$ cat src/rtl/ac_result_tx.sv
// ac_result_tx: reads 16-bit result words from data RAM and sends each
// one to the host as two UART 8N1 frames, high byte first.
module ac_result_tx #(
    parameter int ADDR_WIDTH   = 8,
    parameter int CLKS_PER_BIT = 434
) (
    input  logic                  clk,
    input  logic                  reset,
    input  logic                  start,
    input  logic [ADDR_WIDTH-1:0] base_addr,
    input  logic [ADDR_WIDTH-1:0] word_count,
    output logic [ADDR_WIDTH-1:0] mem_addr,
    output logic                  mem_rd_en,
    input  logic [15:0]           mem_data,
    output logic                  tx,
    output logic                  busy,
    output logic                  done
);
    localparam int CW = (CLKS_PER_BIT > 1) ? $clog2(CLKS_PER_BIT) : 1;
    localparam logic [CW-1:0] CNT_MAX = CW'(CLKS_PER_BIT - 1);

    typedef enum logic [2:0] {
        S_IDLE,
        S_READ,
        S_LATCH,
        S_START_BIT,
        S_DATA_BITS,
        S_STOP_BIT,
        S_DONE
    } state_t;

    state_t                r_state;
    state_t                w_next;
    logic [CW-1:0]         r_cnt;
    logic [2:0]            r_bit_idx;
    logic                  r_byte_hi;
    logic [ADDR_WIDTH-1:0] r_addr;
    logic [ADDR_WIDTH-1:0] r_remain;
    logic [15:0]           r_word;
    logic                  r_cap;
    logic                  r_tx;
    logic                  r_busy;
    logic                  r_done;
    logic                  r_mem_rd_en;
    logic [ADDR_WIDTH-1:0] r_mem_addr;
    logic                  w_accept;
    logic                  w_bit_end;
    logic                  w_next_word;
    logic                  w_tx;
    logic [7:0]            w_byte;

    // Outputs are registered from the current state, so they trail it by one
    // cycle; read data therefore lands one cycle after the LATCH state.
    always_comb begin
        w_next      = r_state;
        w_accept    = 1'b0;
        w_next_word = 1'b0;
        w_bit_end   = (r_cnt == CNT_MAX);
        w_byte      = r_byte_hi ? r_word[15:8] : r_word[7:0];
        w_tx        = 1'b1;
        case (r_state)
            S_IDLE: begin
                w_accept = start && !r_done;
                if (w_accept)
                    w_next = (word_count != '0) ? S_READ : S_DONE;
            end
            S_READ:  w_next = S_LATCH;
            S_LATCH: w_next = S_START_BIT;
            S_START_BIT: begin
                w_tx = 1'b0;
                if (w_bit_end)
                    w_next = S_DATA_BITS;
            end
            S_DATA_BITS: begin
                w_tx = w_byte[r_bit_idx];
                if (w_bit_end && r_bit_idx == 3'd7)
                    w_next = S_STOP_BIT;
            end
            S_STOP_BIT: begin
                if (w_bit_end) begin
                    if (r_byte_hi) begin
                        w_next = S_START_BIT;
                    end else if (r_remain != ADDR_WIDTH'(1)) begin
                        w_next_word = 1'b1;
                        w_next      = S_READ;
                    end else begin
                        w_next = S_DONE;
                    end
                end
            end
            S_DONE:  w_next = S_IDLE;
            default: w_next = S_IDLE;
        endcase
    end

    always_ff @(posedge clk or posedge reset) begin
        if (reset) begin
            r_state     <= S_IDLE;
            r_cnt       <= '0;
            r_bit_idx   <= '0;
            r_byte_hi   <= 1'b1;
            r_addr      <= '0;
            r_remain    <= '0;
            r_word      <= '0;
            r_cap       <= 1'b0;
            r_tx        <= 1'b1;
            r_busy      <= 1'b0;
            r_done      <= 1'b0;
            r_mem_rd_en <= 1'b0;
            r_mem_addr  <= '0;
        end else begin
            r_state <= w_next;

            if (r_state == S_START_BIT || r_state == S_DATA_BITS ||
                r_state == S_STOP_BIT)
                r_cnt <= w_bit_end ? '0 : r_cnt + CW'(1);
            else
                r_cnt <= '0;

            if (r_state != S_DATA_BITS)
                r_bit_idx <= '0;
            else if (w_bit_end)
                r_bit_idx <= r_bit_idx + 3'd1;

            if (r_state == S_READ)
                r_byte_hi <= 1'b1;
            else if (r_state == S_STOP_BIT && w_bit_end)
                r_byte_hi <= 1'b0;

            if (w_accept) begin
                r_addr   <= base_addr;
                r_remain <= word_count;
            end else if (w_next_word) begin
                r_addr   <= r_addr + ADDR_WIDTH'(1);
                r_remain <= r_remain - ADDR_WIDTH'(1);
            end

            r_cap <= (r_state == S_LATCH);
            if (r_cap)
                r_word <= mem_data;

            r_mem_rd_en <= (r_state == S_READ);
            if (r_state == S_READ)
                r_mem_addr <= r_addr;

            r_tx   <= w_tx;
            r_busy <= (r_state != S_IDLE) && (r_state != S_DONE);
            r_done <= (r_state == S_DONE);
        end
    end

    assign mem_addr  = r_mem_addr;
    assign mem_rd_en = r_mem_rd_en;
    assign tx        = r_tx;
    assign busy      = r_busy;
    assign done      = r_done;
endmodule
$ cat config.mk
export PLATFORM = sky130hd
export DESIGN_NAME = ac_result_tx
export DESIGN_NICKNAME = d
export VERILOG_FILES = /design/src/rtl/ac_result_tx.sv
export SDC_FILE = /design/constraint.sdc
export NUM_CORES = 1
export LEC_CHECK = 0
export ABC_AREA = 1
export CAP_MARGIN = 0
export CORE_ASPECT_RATIO = 0.7
export CORE_UTILIZATION = 54
export CTS_CLUSTER_SIZE = 30
export DETAILED_ROUTE_END_ITERATION = 10
export GPL_TIMING_DRIVEN = 1
export PLACE_DENSITY = 0.85
export SLEW_MARGIN = 20
export SYNTH_ARGS = -nofsm -noshare
export SYNTH_HDL_FRONTEND = slang
export SYNTH_SLANG_ARGS = --single-unit
$ cat constraint.sdc
create_clock -name clk -period 2.3 [get_ports clk]
set_clock_uncertainty 0.1 [all_clocks]
set_input_delay 0.575 -clock clk [delete_from_list [all_inputs] [get_ports clk]]
set_output_delay 0.575 -clock clk [all_outputs]
set_load 0.02 [all_outputs]
==> metrics.txt, run 1 <==
worst min path class=reg2reg; Initial DRC Count=169; Clock Sinks=61; Inst Count DP=520; Final Max Tran Viols=0; die height=66.8 µm; Die X=94.6 µm; CTS resizes=0; worst-path cell chain=clkdlybuf4s50_1; vias=2774; kind of critical path=reg2out; Most Crowded Layer GR=met2; FF-to-FF setup slack=0.59 ns; GP Congestion=0.890; crit end category=output pin; Reg-to-Reg Start=r_byte_hi; Final WS setup=0.179 ns; worst flop-to-flop path endpoint=r_addr[1]; asr flop ratio synth=100%; Detail Placement HPWL=5.20 mm; pre-CTS setup slack=0.196 ns; MaxCap Viol Count=0; critical path's top delay family=buffers and inverters; total power=4.82 mW; Clock Path Buffers=2; PortBufs=46; fin area=0.00401 mm²; DR pass1 iterations=4; status=finished clean; clk root buf=clkbuf_8; CP peak stage delay=0.59 ns; Fin Hold WS=0.388 ns; P_leak=1.92 nW; # setup viols final=0; CTS tree=yes; ANT cells=0; switching power total=1.85 mW; initial antenna violation count=0; largest net degree at the start of global routing=47; sw frac=38.4%; Crit path required time=1.62 ns; post-synth top area cell=dfrtp_1; Placed Instance Area=0.00378 mm²; Combinational Power Share=39.3%; hold endpoint=r_remain[1]; setup TNS=0 ns; Mapped Area=0.00324 mm²; grt met1 use=33.8%; PD cells=1200 mW/mm²; CTS Buf Count=9; nets@finish=498; vias in the first global route=2628; Ys Warns=0; share of total power in sequential cells=38.1%; number of synthesized flops with an enable pin=0; final core utilization=69.7%; worst-path maximum fanout=1; Clock power frac=22.6%; Post-Syn Nets=447; met2 Use GR=42.3%; met3 Use GR=7.65%; DR WL/cell=13.4 µm; Hold Startpoint=r_remain[1]; synthesis-stage register bit count=61; Hold Crit Depth=2; Arr. time, crit path=1.45 ns; first-pass GRT wire length=12.1 mm; Primary FF master, synth=dfrtp_1; WP buf/inv=1; vias per std cell=5.18; Final ANT Viol Nets=0; worst reg2reg path depth=6; Mapped Cells=405; Clk pin slew, worst setup/hold paths=0.07 ns; top post-synthesis cells by area=dfrtp_1, nand2_1, mux2_2, nand3_1, inv_1; H-tree depth=3; period utilization=92.2%; Starting Density=56.3%; Tightest Pin Transition=0.704 ns; layout cells sized above 1=11.7%; fmax=471 MHz; commonest cells in the netlist=nand2_1, dfrtp_1, inv_1, nand3_1, nor2_1; post-route non-filler standard cell count=536; total track usage=26.0%; post-CTS setup buffers=0; row count=23; Min Clock Period, post-route=2.12 ns; Die Area=0.00632 mm²; VDD IR max=704 µV; RSZ-0062 raised after global routing=no; Seq/Total Area, Yosys=47.2%; final WL=7.21 mm; DRC=0; Syn Area/Cell=8.00 µm²; count leader, synth=nand2_1; fillers=452; Critical-path top delay cell=clkdlybuf4s50_1; area delta synth->final=23.8%; CTS Hold Bufs=0; CP startpoint kind=register; worst skew pair latency=0.35 ns; Slew HR=53.1%; Hold Fails Final Rpt=0; top cell type's share of synthesized area=45.6%; Congestion Overflow GR=0; Core Area=0.00576 mm²; IO Pins=47; Unique masters post-synth=30; internal power=2.97 mW
[area by class of cell]
class / count / area [µm²] / share of cell area [%]
flip-flops and latches: 61 / 1530 / 38.1
multi-input cells: 296 / 1510 / 37.5
repair buffers: 49 / 508 / 12.7
clock buffers: 13 / 159 / 3.96
inverters: 39 / 146 / 3.65
well taps: 75 / 93.8 / 2.34
clock inverters: 3 / 67.6 / 1.69
[cell families after synthesis]
group           count (synthesis)  synth area share, %
mux                            16                 5.56
simple gates                  237                 31.4
flops                          61                 47.2
buf+inv                        48                 6.30
fa+ha+maj                       7                 2.70
compound gates                 27                 4.37
xor+xnor                        9                 2.43
[per-layer routing]
metal	vias to the layer above	part of all wire [%]
met5	-	0
met4	0	0.94
met3	9	6.1
met2	77	47
met1	1312	46
li1	1376	-
[sequential cells by signal (all words and copies together) (netlist names)]
| name | cells |
|---|---|
| busy | 1 |
| done | 1 |
| mem_addr | 8 |
| mem_rd_en | 1 |
| r_addr | 8 |
| r_bit_idx | 3 |
| r_byte_hi | 1 |
| r_cap | 1 |
| r_cnt | 9 |
| r_remain | 8 |
| r_state | 3 |
| r_word | 16 |
| tx | 1 |
[how the worst max path moves through the flow]
stage	from	to	slack [ns]	depth (start not counted)
global route	tx	tx	0.14	1
detailed placement	start	r_addr[3]	0.20	9
floorplan	reset	busy	0.12	1
CTS	tx	tx	0.17	1
finish	tx	tx	0.18	1
global placement	start	r_addr[2]	0.27	10
[power by group through the flow]
stage | Clock, mW | Sequential, mW | Combinational, mW
4_1_cts | 1.10 | 1.83 | 1.90
5_1_grt | 1.16 | 1.88 | 2.13
3_5_place_dp | 0 | 1.84 | 1.88
2_1_floorplan | 0 | 1.82 | 1.31
3_3_place_gp | 0 | 1.82 | 1.82
6_report | 1.09 | 1.84 | 1.90
[worst min-delay path: stages, from the launching register on]
cell	delay [ns]
dfrtp_1	0.35
nand2_1	0.05
nand2_1	0.05
[cells in the final DEF (no fill, tap or decap), drive strengths merged]
master	instances
dfrtp	59
inv	39
buf	3
o21bai	1
clkinvlp	1
nand3	35
nand4	2
o21ai	23
or2	1
a21oi	3
clkbuf	13
xor2	7
nor3	7
xnor2	2
ha	7
dfstp	2
clkdlybuf4s50	46
nor2	37
bufinv	2
nand2	155
mux2	16
Note: power is estimated with default switching activity, not from simulation.
==> run 2: changes to the inputs <==
--- a/config.mk
+++ b/config.mk
@@ -6,7 +6,7 @@
 export NUM_CORES = 1
 export LEC_CHECK = 0
 export ABC_AREA = 1
-export CAP_MARGIN = 0
+export CAP_MARGIN = 20
 export CORE_ASPECT_RATIO = 0.7
 export CORE_UTILIZATION = 54
 export CTS_CLUSTER_SIZE = 30
==> results of run 2 <==
Same layout as run 1: the final DEF is identical, and so are final timing and power.
